File: config.mk
export PLATFORM = sky130hd
export DESIGN_NAME = riscv_if_prefetch_flat
export DESIGN_NICKNAME = d
export VERILOG_FILES = /design/src/rtl/riscv_if_prefetch_if.sv /design/src/rtl/riscv_if_prefetch.sv /design/src/flat_wrapper.sv
export SDC_FILE = /design/constraint.sdc
export NUM_CORES = 1
export LEC_CHECK = 0
export BUFFER_PORTS_ARGS = -buffer_cell sky130_fd_sc_hd__buf_2
export CAP_MARGIN = 20
export CORE_ASPECT_RATIO = 1.25
export CORE_MARGIN = 8
export CORE_UTILIZATION = 58
export CTS_BUF_LIST = sky130_fd_sc_hd__clkbuf_8
export DETAILED_ROUTE_END_ITERATION = 16
export PLACE_DENSITY = 0.89
export SYNTH_ARGS = -nofsm -noshare
export SYNTH_HDL_FRONTEND = slang
export SYNTH_SLANG_ARGS = --single-unit
File: constraint.sdc
create_clock -name clk -period 9.3 [get_ports clk]
set_input_delay 1.86 -clock clk [delete_from_list [all_inputs] [get_ports clk]]
set_output_delay 1.86 -clock clk [all_outputs]
set_load 0.05 [all_outputs]
File: src/rtl/riscv_if_prefetch_if.sv
// riscv_if_prefetch_if
// Instruction memory bus between the prefetch buffer (master) and the
// instruction memory (slave). Requests and responses are decoupled, and
// responses come back strictly in request order.
//   mem_req    master->slave  fetch request
//   mem_adr    master->slave  word-aligned fetch address
//   mem_ack    slave->master  request accepted this cycle
//   mem_rvalid slave->master  response valid
//   mem_rdata  slave->master  response data
//   mem_err    slave->master  response is a bus error (qualified by mem_rvalid)
interface riscv_if_prefetch_if #(
  parameter int XLEN        = 32,
  parameter int PARCEL_SIZE = 32
) ();
  logic                   mem_req;
  logic [XLEN-1:0]        mem_adr;
  logic                   mem_ack;
  logic                   mem_rvalid;
  logic [PARCEL_SIZE-1:0] mem_rdata;
  logic                   mem_err;

  modport master (
    output mem_req, mem_adr,
    input  mem_ack, mem_rvalid, mem_rdata, mem_err
  );

  modport slave (
    input  mem_req, mem_adr,
    output mem_ack, mem_rvalid, mem_rdata, mem_err
  );
endinterface

File: src/rtl/riscv_if_prefetch.sv
// riscv_if_prefetch
// Prefetch buffer between the instruction memory bus and the IF stage.
// Issues word fetches for if_nxt_pc, pairs in-order responses with their PCs
// through a tag queue, and buffers the parcels in a DEPTH-entry FIFO. A flush
// empties the buffers and turns every in-flight request into one whose
// response is silently dropped.
// Ports:
//   clk, rstn               clock, asynchronous active-low reset
//   if_nxt_pc               PC the IF stage wants fetched next
//   if_stall                IF cannot take a parcel this cycle
//   if_flush                discard everything buffered and in flight
//   if_stall_nxt_pc         request not accepted; IF must hold if_nxt_pc
//   if_parcel, if_parcel_pc head-of-FIFO data and its PC
//   if_parcel_valid         all ones when the head entry is valid
//   if_parcel_misaligned    head PC had [1:0] != 0
//   if_parcel_page_fault    head response carried mem_err
//   mem                     instruction memory bus (master side)
module riscv_if_prefetch #(
  parameter int XLEN        = 32,
  parameter int PARCEL_SIZE = 32,
  parameter int DEPTH       = 4
) (
  input  logic                      rstn,
  input  logic                      clk,
  input  logic [XLEN-1:0]           if_nxt_pc,
  input  logic                      if_stall,
  input  logic                      if_flush,
  output logic                      if_stall_nxt_pc,
  output logic [PARCEL_SIZE-1:0]    if_parcel,
  output logic [XLEN-1:0]           if_parcel_pc,
  output logic [PARCEL_SIZE/16-1:0] if_parcel_valid,
  output logic                      if_parcel_misaligned,
  output logic                      if_parcel_page_fault,
  riscv_if_prefetch_if.master       mem
);

  localparam int AW = $clog2(DEPTH);
  localparam int CW = AW + 1;
  localparam int VW = PARCEL_SIZE / 16;
  localparam logic [CW+1:0] DEPTH_C = (CW + 2)'(DEPTH);

  typedef enum logic {ST_IDLE, ST_RUN} state_t;
  state_t state_reg, state_next;

  logic [CW-1:0] fifo_cnt_reg, live_reg, drop_reg;
  logic [AW-1:0] fifo_wr_ptr_reg, fifo_rd_ptr_reg;
  logic [AW-1:0] tag_wr_ptr_reg, tag_rd_ptr_reg;

  logic [XLEN-1:0]        tag_pc_mem    [DEPTH];
  logic                   tag_mis_mem   [DEPTH];
  logic [XLEN-1:0]        fifo_pc_mem   [DEPTH];
  logic [PARCEL_SIZE-1:0] fifo_data_mem [DEPTH];
  logic                   fifo_mis_mem  [DEPTH];
  logic                   fifo_err_mem  [DEPTH];

  logic          run, req, accept, empty, pop, resp_keep, resp_drop;
  logic [CW+1:0] credit_sum;
  logic [CW-1:0] flush_drop_dec;

  // One idle cycle after reset before the first request.
  always_ff @(posedge clk or negedge rstn) begin
    if (!rstn) state_reg <= ST_IDLE;
    else       state_reg <= state_next;
  end

  always_comb begin
    state_next = state_reg;
    case (state_reg)
      ST_IDLE: state_next = ST_RUN;
      ST_RUN:  state_next = ST_RUN;
      default: state_next = ST_IDLE;
    endcase
  end

  assign run = (state_reg == ST_RUN);

  // Credits use registered counts only, so a same-cycle pop frees nothing.
  assign credit_sum = {2'b00, fifo_cnt_reg} + {2'b00, live_reg} + {2'b00, drop_reg};
  assign req        = run & ~if_flush & (credit_sum < DEPTH_C);
  assign accept     = req & mem.mem_ack;
  assign empty      = (fifo_cnt_reg == '0);
  assign pop        = ~empty & ~if_stall & ~if_flush;

  // Responses owed to pre-flush requests are consumed first; a response with
  // nothing outstanding is a bus protocol error and is ignored.
  assign resp_drop  = mem.mem_rvalid & ~if_flush & (drop_reg != '0);
  assign resp_keep  = mem.mem_rvalid & ~if_flush & (drop_reg == '0) & (live_reg != '0);

  // A response in the flush cycle retires one of the requests being dropped.
  assign flush_drop_dec = CW'(mem.mem_rvalid & ((drop_reg != '0) | (live_reg != '0)));

  assign mem.mem_req  = req;
  assign mem.mem_adr  = {if_nxt_pc[XLEN-1:2], 2'b00};
  assign if_stall_nxt_pc = ~accept;

  always_ff @(posedge clk or negedge rstn) begin
    if (!rstn) begin
      fifo_cnt_reg    <= '0;
      live_reg        <= '0;
      drop_reg        <= '0;
      fifo_wr_ptr_reg <= '0;
      fifo_rd_ptr_reg <= '0;
      tag_wr_ptr_reg  <= '0;
      tag_rd_ptr_reg  <= '0;
    end else if (if_flush) begin
      fifo_cnt_reg    <= '0;
      live_reg        <= '0;
      drop_reg        <= drop_reg + live_reg - flush_drop_dec;
      fifo_wr_ptr_reg <= '0;
      fifo_rd_ptr_reg <= '0;
      tag_wr_ptr_reg  <= '0;
      tag_rd_ptr_reg  <= '0;
    end else begin
      fifo_cnt_reg <= fifo_cnt_reg + CW'(resp_keep) - CW'(pop);
      live_reg     <= live_reg + CW'(accept) - CW'(resp_keep);
      if (resp_drop) drop_reg        <= drop_reg - 1'b1;
      if (accept)    tag_wr_ptr_reg  <= tag_wr_ptr_reg + 1'b1;
      if (resp_keep) tag_rd_ptr_reg  <= tag_rd_ptr_reg + 1'b1;
      if (resp_keep) fifo_wr_ptr_reg <= fifo_wr_ptr_reg + 1'b1;
      if (pop)       fifo_rd_ptr_reg <= fifo_rd_ptr_reg + 1'b1;
    end
  end

  // Storage is cleared on reset so the head outputs read as zero afterwards.
  always_ff @(posedge clk or negedge rstn) begin
    if (!rstn) begin
      for (int i = 0; i < DEPTH; i++) begin
        tag_pc_mem[i]    <= '0;
        tag_mis_mem[i]   <= 1'b0;
        fifo_pc_mem[i]   <= '0;
        fifo_data_mem[i] <= '0;
        fifo_mis_mem[i]  <= 1'b0;
        fifo_err_mem[i]  <= 1'b0;
      end
    end else begin
      if (accept) begin
        tag_pc_mem[tag_wr_ptr_reg]  <= if_nxt_pc;
        tag_mis_mem[tag_wr_ptr_reg] <= (if_nxt_pc[1:0] != 2'b00);
      end
      if (resp_keep) begin
        fifo_pc_mem[fifo_wr_ptr_reg]   <= tag_pc_mem[tag_rd_ptr_reg];
        fifo_data_mem[fifo_wr_ptr_reg] <= mem.mem_rdata;
        fifo_mis_mem[fifo_wr_ptr_reg]  <= tag_mis_mem[tag_rd_ptr_reg];
        fifo_err_mem[fifo_wr_ptr_reg]  <= mem.mem_err;
      end
    end
  end

  assign if_parcel            = fifo_data_mem[fifo_rd_ptr_reg];
  assign if_parcel_pc         = fifo_pc_mem[fifo_rd_ptr_reg];
  assign if_parcel_misaligned = fifo_mis_mem[fifo_rd_ptr_reg];
  assign if_parcel_page_fault = fifo_err_mem[fifo_rd_ptr_reg];
  assign if_parcel_valid      = {VW{~empty & ~if_flush}};

endmodule
File: src/flat_wrapper.sv
// flat-port wrapper written by rule: the top's interface ports become plain ports
module riscv_if_prefetch_flat 
#(
  parameter int XLEN        = 32,
  parameter int PARCEL_SIZE = 32,
  parameter int DEPTH       = 4
)
  (rstn, clk, if_nxt_pc, if_stall, if_flush, if_stall_nxt_pc, if_parcel, if_parcel_pc, if_parcel_valid, if_parcel_misaligned, if_parcel_page_fault, mem_mem_req, mem_mem_adr, mem_mem_ack, mem_mem_rvalid, mem_mem_rdata, mem_mem_err);
  riscv_if_prefetch_if #(.XLEN(XLEN), .PARCEL_SIZE(PARCEL_SIZE)) mem_i ();
  input  logic rstn;
  input  logic clk;
  input  logic [XLEN-1:0] if_nxt_pc;
  input  logic if_stall;
  input  logic if_flush;
  output logic if_stall_nxt_pc;
  output logic [PARCEL_SIZE-1:0] if_parcel;
  output logic [XLEN-1:0] if_parcel_pc;
  output logic [PARCEL_SIZE/16-1:0] if_parcel_valid;
  output logic if_parcel_misaligned;
  output logic if_parcel_page_fault;
  output wire logic [$bits(mem_i.mem_req)-1:0] mem_mem_req;
  output wire logic [$bits(mem_i.mem_adr)-1:0] mem_mem_adr;
  input wire logic [$bits(mem_i.mem_ack)-1:0] mem_mem_ack;
  input wire logic [$bits(mem_i.mem_rvalid)-1:0] mem_mem_rvalid;
  input wire logic [$bits(mem_i.mem_rdata)-1:0] mem_mem_rdata;
  input wire logic [$bits(mem_i.mem_err)-1:0] mem_mem_err;
  assign mem_mem_req = mem_i.mem_req;
  assign mem_mem_adr = mem_i.mem_adr;
  assign mem_i.mem_ack = mem_mem_ack;
  assign mem_i.mem_rvalid = mem_mem_rvalid;
  assign mem_i.mem_rdata = mem_mem_rdata;
  assign mem_i.mem_err = mem_mem_err;
  riscv_if_prefetch #(.XLEN(XLEN), .PARCEL_SIZE(PARCEL_SIZE), .DEPTH(DEPTH)) u_core (.rstn(rstn), .clk(clk), .if_nxt_pc(if_nxt_pc), .if_stall(if_stall), .if_flush(if_flush), .if_stall_nxt_pc(if_stall_nxt_pc), .if_parcel(if_parcel), .if_parcel_pc(if_parcel_pc), .if_parcel_valid(if_parcel_valid), .if_parcel_misaligned(if_parcel_misaligned), .if_parcel_page_fault(if_parcel_page_fault), .mem(mem_i));
endmodule
==> summary.md <==
| Metric | Value |
|---|---|
| Final period utilization | `62.2%` |
| Worst-path clk slew | `0.06 ns` |
| GRT Util Overall | `20.0%` |
| CP arrival | `3.92 ns` |
| Area leader, netlist | `dfrtp_1` |
| Setup crit start kind | `input port` |
| Sequential-to-total area share from yosys stat | `55.3%` |
| Count leader, synth | `dfrtp_1` |
| CTS sink count | `414` |
| Syn Inst Count | `1121` |
| Antenna violations before repair | `2` |
| Pre-CTS setup slack | `3.52 ns` |
| Final setup violation count | `0` |
| Mapped Area | `18700 sq um` |
| Die ar. | `38300 sq um` |
| Fin nets | `1365` |
| Clock latency at the later pin of the worst-skew pair | `0.58 ns` |
| Initial Util | `58.9%` |
| GRT busiest layer | `met2` |
| Fin. Hold Viols | `0` |
| Inserted Clock Buffers | `66` |
| 1st-iter DRT viols | `578` |
| Die Y | `217 microns` |
| ANT nets after route | `0` |
| Worst Hold Class | `reg -> reg` |
| Ys flop type | `dfrtp_1` |
| Post_cts resized | `0` |
| Number of flops mapped to enable cells by yosys | `0` |
| Total Power | `5190 uW` |
| Ports | `173` |
| Area added between synthesis and finish | `12.2%` |
| Max Fclk | `173 MHz` |
| Leakage power | `0.0108 uW` |
| Power per cell area | `247 nW/um^2` |
| Synth unique cells | `39` |
| Std cell rows | `73` |
| Wire length per cell | `21.8 microns` |
| Synth warnings | `0` |
| Crit path required time | `7.44 ns` |
| Top cells by area, synth | `dfrtp_1, mux2_2, mux4_2, mux2_4, ha_1` |
| M3 GR Usage | `3.74%` |
| GR Util met2 | `34.0%` |
| Vias/cell | `5.85` |
| Max Cap Viol | `0` |
| Hold-fix buffer count after cts | `0` |
| Grt met1 use | `25.1%` |
| CTS tree | `yes` |
| Core Region | `31800 sq um` |
| Critical Path Fanout Max | `24` |
| Synth Register Bits | `414` |
| Crit end category | `primary output` |
| Largest registers | `u_core.fifo_data_mem: 128 flops, u_core.fifo_pc_mem: 128 flops, u_core.tag_pc_mem: 128 flops` |
| Total number of vias | `10100` |
| Worst-Margin Slew | `1.13 ns` |
| Largest net degree at the start of global routing | `181` |
| Ys async rst share | `100%` |
| Max-slew headroom | `24.8%` |
| Max Slew Vio Count | `0` |
| Router iterations before antenna repair | `4` |
| Routed WL | `37600 microns` |
| TNS Setup | `0 ns` |
| Vias in the first global route | `11500` |
| DP HPWL | `22700 microns` |
| Die width | `177 microns` |
| Global-route wire length before repair | `61200 microns` |
| Final min period | `5.78 ns` |
| RSZ-0062 raised after global routing | `no` |
| Final Skew | `0.0145 ns` |
| Overflow after GRT | `0` |
| Commonest cells post-synth | `dfrtp_1, mux2_2, mux4_2` |
| Clock buffer depth | `3` |
| Port Buffer Count | `170` |
| Crit Path Class | `in -> out` |
| Share of post-route cells with drive strength above 1 | `59.5%` |
| Fillers | `2188` |
| DRC | `0` |
| Clock Tree Root | `clkbuf_8` |
| Last weighted congestion value of the routability-driven placer | `0.789` |
| H-Tree Depth | `3` |
| Share of the synthesized area in the top cell type | `55.3%` |
| Mapped Avg Cell Area | `16.7 sq um` |
| Status | `finished, final reports clean` |
| Setup bufs post-CTS | `0` |
| Setup ws final | `3.52 ns` |
| Peak supply drop | `172 uV` |
## cell type report
| type | instances | area, sq um | area share, % |
|---|---|---|---|
| antenna | 1 | 2.50 | 0.0119 |
| clock buffer | 90 | 1240 | 5.89 |
| clock inverter | 26 | 135 | 0.643 |
| inverter | 17 | 63.8 | 0.304 |
| multi-input combinational | 591 | 7750 | 36.9 |
| sequential | 414 | 10400 | 49.3 |
| tap | 412 | 515 | 2.45 |
| timing repair buffer | 178 | 946 | 4.50 |
## layout by cell type (no fill, tap or decap), types with 2 or more instances in the layout
master    instances
and3_1            2
buf_12            2
buf_2           169
buf_4             6
clkbuf_8         90
clkinv_2          6
conb_1            3
dfrtp_1         410
dfrtp_2           2
dfrtp_4           2
fa_1              4
ha_1             22
inv_1            35
mux2_1            7
mux2_2          353
mux2_4           39
mux2i_1           3
mux4_2           99
nand2_1           5
nand2_4           4
nand2b_1          4
nand4_4           4
nor2_1            9
nor2b_1           3
nor3_1            3
o21ai_0           2
xnor2_1           9
xor2_1            2
## metal layers
layer	share of wire (%)	vias up
met2	52	241
met5	0.072	-
li1	-	4395
met1	41	5414
met4	2.2	4
met3	4.4	58
## worst paths after layout
| path | startpoint | endpoint | slack [ns] | cells past startpoint |
|---|---|---|---|---|
| setup / recovery | if_flush | if_stall_nxt_pc | 3.52 | 6 |
| hold / removal | u_core.tag_pc_mem[8] | u_core.tag_pc_mem[8] | 0.48 | 1 |
| setup reg to reg | u_core.live_reg[0] | u_core.tag_pc_mem[87] | 5.27 | 8 |
| hold reg to reg | u_core.tag_pc_mem[8] | u_core.tag_pc_mem[8] | 0.48 | 1 |
| max in group asynchronous | rstn | u_core.tag_pc_mem[18] | 6.49 | 2 |
| min in group asynchronous | rstn | u_core.fifo_data_mem[81] | 1.34 | 1 |
## power breakdown
part / internal [uW] / leakage [uW] / switching (uW) / total (uW)
Clock: 887 / 0.000781 / 694 / 1580
Sequential: 2050 / 0.00568 / 163 / 2210
Combinational: 598 / 0.00435 / 796 / 1390
## critical path, stage by stage
cell and delay, ns:
buf_2 0.24, or4b_4 0.60, nor4_4 0.61, and3_1 0.35, inv_1 0.05, buf_2 0.21
## cell families after synthesis
family	share of synthesized area [%]
flops	55.3
other cells	0.0401
mux	36.8
compound gates	0.261
buf+inv	3.50
simple gates	1.65
xor+xnor	0.514
fa+ha+maj	1.90
## through the flow
stage	instance area (sq um)	instances	util [%]	hold WS, ns
after global routing	21000	1728	66.1	0.499
after detailed placement	19600	1611	61.7	0.477
after global placement	19600	1611	61.7	0.469
after CTS	21000	1727	66.1	0.490
final	21000	1729	66.1	0.484
after floorplan	18700	1122	-	0.459
(Power assumes the default switching activity.)
